`src/rtl/lift_call_scheduler.sv`:
```
// SCAN scheduler for a single lift car: latches floor calls, steps the car floor by floor,
// and sequences the door through opening/hold/closing. All outputs decode from registered state.
module lift_call_scheduler #(
    parameter int NUM_FLOORS       = 11,
    parameter int FLOOR_W          = 4,
    parameter int MOVE_CYCLES      = 4,
    parameter int DOOR_MOVE_CYCLES = 2,
    parameter int DOOR_HOLD_CYCLES = 6
) (
    input  logic                  clk,
    input  logic                  rst,
    input  logic [NUM_FLOORS-1:0] call_req,
    input  logic                  door_obstacle,
    input  logic                  door_open_btn,
    input  logic                  door_close_btn,
    output logic [FLOOR_W-1:0]    cur_floor,
    output logic [NUM_FLOORS-1:0] pending,
    output logic                  up_dir,
    output logic                  down_dir,
    output logic                  door_opening,
    output logic                  door_closing,
    output logic                  door_is_open,
    output logic                  ready
);
    localparam int MCW = (MOVE_CYCLES > 1) ? $clog2(MOVE_CYCLES) : 1;
    localparam int DCW = (DOOR_MOVE_CYCLES > 1) ? $clog2(DOOR_MOVE_CYCLES) : 1;
    localparam int HCW = (DOOR_HOLD_CYCLES > 1) ? $clog2(DOOR_HOLD_CYCLES) : 1;

    localparam logic [2:0] S_IDLE    = 3'd0;
    localparam logic [2:0] S_MOVING  = 3'd1;
    localparam logic [2:0] S_OPENING = 3'd2;
    localparam logic [2:0] S_OPEN    = 3'd3;
    localparam logic [2:0] S_CLOSING = 3'd4;

    logic [2:0]            state;
    logic                  dir;        // 1 = up
    logic [MCW-1:0]        move_cnt;
    logic [DCW-1:0]        door_cnt;
    logic [HCW-1:0]        hold_cnt;
    logic [NUM_FLOORS-1:0] here_mask, below_mask, above_mask, clr;
    logic                  above, below, next_hit, next_is_end, enter_open, here_call, door_hold;

    always_comb begin
        here_mask   = NUM_FLOORS'(1) << cur_floor;
        below_mask  = here_mask - NUM_FLOORS'(1);
        above_mask  = ~(below_mask | here_mask);
        above       = |(pending & above_mask);
        below       = |(pending & below_mask);
        next_hit    = dir ? |(pending & (here_mask << 1)) : |(pending & (here_mask >> 1));
        // Safety stop if the floor being entered is a shaft end with nothing pending there.
        next_is_end = dir ? (cur_floor == FLOOR_W'(NUM_FLOORS-2)) : (cur_floor == FLOOR_W'(1));
        enter_open  = (state == S_OPENING) && (door_cnt == '0);
        here_call   = |(call_req & here_mask);
        door_hold   = door_obstacle || door_open_btn;
        clr         = ((state == S_OPEN) || enter_open) ? here_mask : '0;
    end

    always_ff @(posedge clk or posedge rst) begin
        if (rst) begin
            state     <= S_IDLE;
            dir       <= 1'b1;
            cur_floor <= '0;
            pending   <= '0;
            move_cnt  <= '0;
            door_cnt  <= '0;
            hold_cnt  <= '0;
        end else begin
            pending <= (pending | call_req) & ~clr;
            case (state)
                S_IDLE: begin
                    if (|(pending & here_mask) || door_open_btn) begin
                        state    <= S_OPENING;
                        door_cnt <= DCW'(DOOR_MOVE_CYCLES-1);
                    end else if (dir ? above : below) begin
                        state    <= S_MOVING;
                        move_cnt <= MCW'(MOVE_CYCLES-1);
                    end else if (dir ? below : above) begin
                        dir      <= ~dir;
                        state    <= S_MOVING;
                        move_cnt <= MCW'(MOVE_CYCLES-1);
                    end
                end
                S_MOVING: begin
                    if (move_cnt == '0) begin
                        cur_floor <= dir ? cur_floor + 1'b1 : cur_floor - 1'b1;
                        if (next_hit) begin
                            state    <= S_OPENING;
                            door_cnt <= DCW'(DOOR_MOVE_CYCLES-1);
                        end else if (next_is_end) begin
                            state <= S_IDLE;
                        end else begin
                            move_cnt <= MCW'(MOVE_CYCLES-1);
                        end
                    end else begin
                        move_cnt <= move_cnt - 1'b1;
                    end
                end
                S_OPENING: begin
                    if (door_cnt == '0) begin
                        state    <= S_OPEN;
                        hold_cnt <= HCW'(DOOR_HOLD_CYCLES-1);
                    end else begin
                        door_cnt <= door_cnt - 1'b1;
                    end
                end
                S_OPEN: begin
                    if (door_hold || here_call) begin
                        hold_cnt <= HCW'(DOOR_HOLD_CYCLES-1);
                    end else if (door_close_btn || hold_cnt == '0) begin
                        state    <= S_CLOSING;
                        door_cnt <= DCW'(DOOR_MOVE_CYCLES-1);
                    end else begin
                        hold_cnt <= hold_cnt - 1'b1;
                    end
                end
                S_CLOSING: begin
                    if (door_hold) begin
                        state    <= S_OPENING;
                        door_cnt <= DCW'(DOOR_MOVE_CYCLES-1);
                    end else if (door_cnt == '0) begin
                        state <= S_IDLE;
                    end else begin
                        door_cnt <= door_cnt - 1'b1;
                    end
                end
                default: state <= S_IDLE;
            endcase
        end
    end

    assign up_dir       = (state == S_MOVING) && dir;
    assign down_dir     = (state == S_MOVING) && !dir;
    assign door_opening = (state == S_OPENING);
    assign door_is_open = (state == S_OPEN);
    assign door_closing = (state == S_CLOSING);
    assign ready        = (state == S_IDLE);

    floor_in_range: assert property (@(posedge clk) disable iff (rst)
        {1'b0, cur_floor} < (FLOOR_W+1)'(NUM_FLOORS));
endmodule
```
`config.mk`:
```
export PLATFORM = sky130hd
export DESIGN_NAME = lift_call_scheduler
export DESIGN_NICKNAME = d
export VERILOG_FILES = /design/src/rtl/lift_call_scheduler.sv
export SDC_FILE = /design/constraint.sdc
export NUM_CORES = 1
export LEC_CHECK = 0
export CAP_MARGIN = 20
export CORE_MARGIN = 8
export CORE_UTILIZATION = 25
export DETAILED_ROUTE_END_ITERATION = 8
export MAX_ROUTING_LAYER = met4
export PLACE_DENSITY_LB_ADDON = 0.12
export SETUP_SLACK_MARGIN = 0.4
export SLEW_MARGIN = 0
export SYNTH_ARGS = -nofsm -noshare
export SYNTH_HDL_FRONTEND = slang
export SYNTH_SLANG_ARGS = --single-unit
```
`constraint.sdc`:
```
create_clock -name clk -period 4.4 [get_ports clk]
set_clock_uncertainty 0.1 [all_clocks]
set_input_delay 0.66 -clock clk [delete_from_list [all_inputs] [get_ports clk]]
set_output_delay 0.66 -clock clk [all_outputs]
set_load 0.05 [all_outputs]
```
==> flow_metrics.tcl <==
set metrics [dict create \
    clock-root-buffer "clkbuf_8" \
    layout-drive-gt1-share_pct 8.11 \
    setup_tns_ns 0 \
    die_w_um 110 \
    ir_drop_mv 0.350 \
    synth_warnings 0 \
    ys_seq_elements 25 \
    r2r_slack_ns 0.72 \
    cp_data_arrival_time_ns 3.75 \
    grt_pass1_vias 2144 \
    grt_use_total_pct 12.8 \
    rr_startpoint "cur_floor[2]" \
    cp_max_fo 9 \
    clk-insertion-delay-late_ns 0.28 \
    pin_count 37 \
    drt_iter0_drc 101 \
    synth_edf_count 0 \
    grt_overflow 0 \
    setup.worst_path.start "cur_floor[2]" \
    path_clk_slew_ns 0.11 \
    grt_pass1_wl_um 11900 \
    synth_top_flop_cell "dfrtp_1" \
    h-tree-depth 1 \
    initial_core_util_pct 25.6 \
    synthSimpleGateAreaFrac_pct 19.2 \
    power.leakage_uw 0.00107 \
    synthesis.area_mm2 0.00222 \
    fmax_mhz 272 \
    numPortBuffers 36 \
    tritoncts "built" \
    num_vias 2168 \
    end_kind "flip-flop" \
    whs_ns 0.428 \
    gp_congestion 0.873 \
    synth_mux_area_share_pct 2.53 \
    endpoint "state[1]" \
    core.rowCount 34 \
    synth_top_family_by_area "compound AO/OA/AOI/OAI gates" \
    synth_top_area_share_pct 27.0 \
    maxSlewViolCount 0 \
    dp_hpwl_um 5750 \
    total_power_uw 2020 \
    clock-sinks 25 \
    powerDensity_mw_per_mm2 734 \
    grt_max_degree 23 \
    synth_top_area_cell "dfrtp_1" \
    slew_headroom_pct 53.0 \
    firstDrtPassIters 4 \
    dpl_cell_area_mm2 0.00270 \
    fin_area_mm2 0.00275 \
    fp.coreArea_mm2 0.00868 \
    synth_commonest_cells "nor2_1, dfrtp_1, ha_1, inv_1, nand2_1" \
    fillers 943 \
    path_class "reg -> reg" \
    setup_viol 0 \
    routedWlPerCell_um 18.4 \
    post-synth-top-count-cell "nor2_1" \
    die_area_mm2 0.0122 \
    final_nets 334 \
    startpoint_type "flip-flop" \
    async_flop_share_pct 100 \
    die_h_um 110 \
    antenna_found_initial 0 \
    ys_seq_area_share_pct 28.2 \
    r2r-end "state[1]" \
    diodes 0 \
    hold_viol_final 0 \
    synth_fa_ha_area_share_pct 11.8 \
    synth_cell_types 54 \
    drc 0 \
    syn_nets 303 \
    synth_xor_area_share_pct 1.58 \
    cts_buffers 3 \
    syn_to_final_growth_pct 23.6 \
    ant_nets 0 \
    synth_cells 266 \
    min_path_type "reg -> reg" \
    wl_um 7440 \
    viasPerCell 5.37 \
    reg2reg_depth 14 \
    yosys-top-cells-area "dfrtp_1, ha_1, a22oi_1" \
    syn_avg_cell_area_um2 8.36 \
    post-route-min-period_ns 3.68 \
    status "completed" \
    cp.required_ns 4.48 \
    clock_path_buffers 2 \
    synth_compound_area_share_pct 28.8 \
    period_share_pct 83.5 \
    max_cap_viol_count 0 \
    rsz0062_at_grt "false" \
    tightest_slew_ns 0.699 \
]
[through the flow]
| step | util [%] | setup WS, ns | instances |
|---|---|---|---|
| final | 31.7 | 0.724 | 404 |
| after global routing | 31.7 | 0.407 | 404 |
| after CTS | 31.6 | 0.601 | 404 |
| after detailed placement | 31.1 | 0.615 | 400 |
| after global placement | 30.8 | 0.690 | 399 |
| after floorplan | - | 0.463 | 266 |
[worst min-delay path by stage]
stage                     start           to  slack [ns]  cells after the start
finish              hold_cnt[2]  hold_cnt[2]        0.43                      2
global route        hold_cnt[1]  hold_cnt[1]        0.45                      1
CTS                 hold_cnt[2]  hold_cnt[2]        0.43                      2
detailed placement  hold_cnt[1]  hold_cnt[1]        0.41                      1
global placement    hold_cnt[1]  hold_cnt[1]        0.42                      1
floorplan           hold_cnt[1]  hold_cnt[1]        0.37                      1
[where the power goes]
group	total (uW)	internal, uW	switching, uW
combinational	1460	574	890
sequential	404	294	110
clock	151	64.4	86.1
total	2020	932	1090
[registers in the layout, indices dropped and copies added (netlist names)]
signal / count
dir: 1
door_cnt: 1
move_cnt: 2
state: 3
pending: 11
hold_cnt: 3
cur_floor: 4
[cell usage in the layout (no fill, tap or decap), drive strengths merged, types with 5 or more instances in the layout]
| master | synthesis | final |
|---|---|---|
| nand2 | 19 | 19 |
| nand3b | 5 | 5 |
| o21ai | 12 | 12 |
| a31oi | 10 | 10 |
| nand2b | 5 | 5 |
| nor3 | 7 | 7 |
| o22ai | 6 | 6 |
| nor2 | 28 | 28 |
| inv | 21 | 21 |
| clkdlybuf4s50 | 0 | 36 |
| nand3 | 8 | 8 |
| a22oi | 19 | 19 |
| ha | 21 | 21 |
| dfrtp | 24 | 24 |
| a21oi | 7 | 7 |
| buf | 12 | 7 |
[per-layer routing]
metal	global-route usage (%)	part of all wire [%]
met1	17.1	47
met2	20.3	46
met3	1.86	5.8
met4	1.90	0.98
met5	-	0
[layout make-up]
type	instances	area, um^2	share of cell area [%]
sequential	25	627	22.8
inverter	21	78.8	2.87
timing repair buffer	43	433	15.8
multi-input combinational	203	1430	51.9
clock buffer	3	41.3	1.50
tap	108	135	4.92
clock inverter	1	7.51	0.273
[critical path, stage by stage, from the launching register on]
cell      delay (ns)
dfrtp_1         0.50
inv_1           0.18
ha_1            0.35
a21oi_1         0.15
o21ai_0         0.12
nand2b_1        0.18
nand3b_1        0.18
nand3b_1        0.17
ha_1            0.27
a22oi_1         0.18
nand3_1         0.12
a211o_1         0.27
o31a_1          0.35
o211ai_2        0.14
mux2_4          0.33
[cell families (layout without fill, tap and decap cells)]
family | after synthesis | count (layout)
muxes | 5 | 5
xor gates and xnor gates | 4 | 4
DFF | 25 | 25
adders and majority gates | 21 | 21
AOI/OAI and AO/OA | 87 | 87
buffers and inverters | 38 | 68
and+or+nand+nor | 86 | 86
[repair_timing]
action | 4_1_cts | 5_1_grt
hold buffers | 0 | 0
setup endpoints to repair | 0 | 1
setup buffers | 0 | 0
resized for setup | 0 | 1
Power figures use the tool's default switching activity.
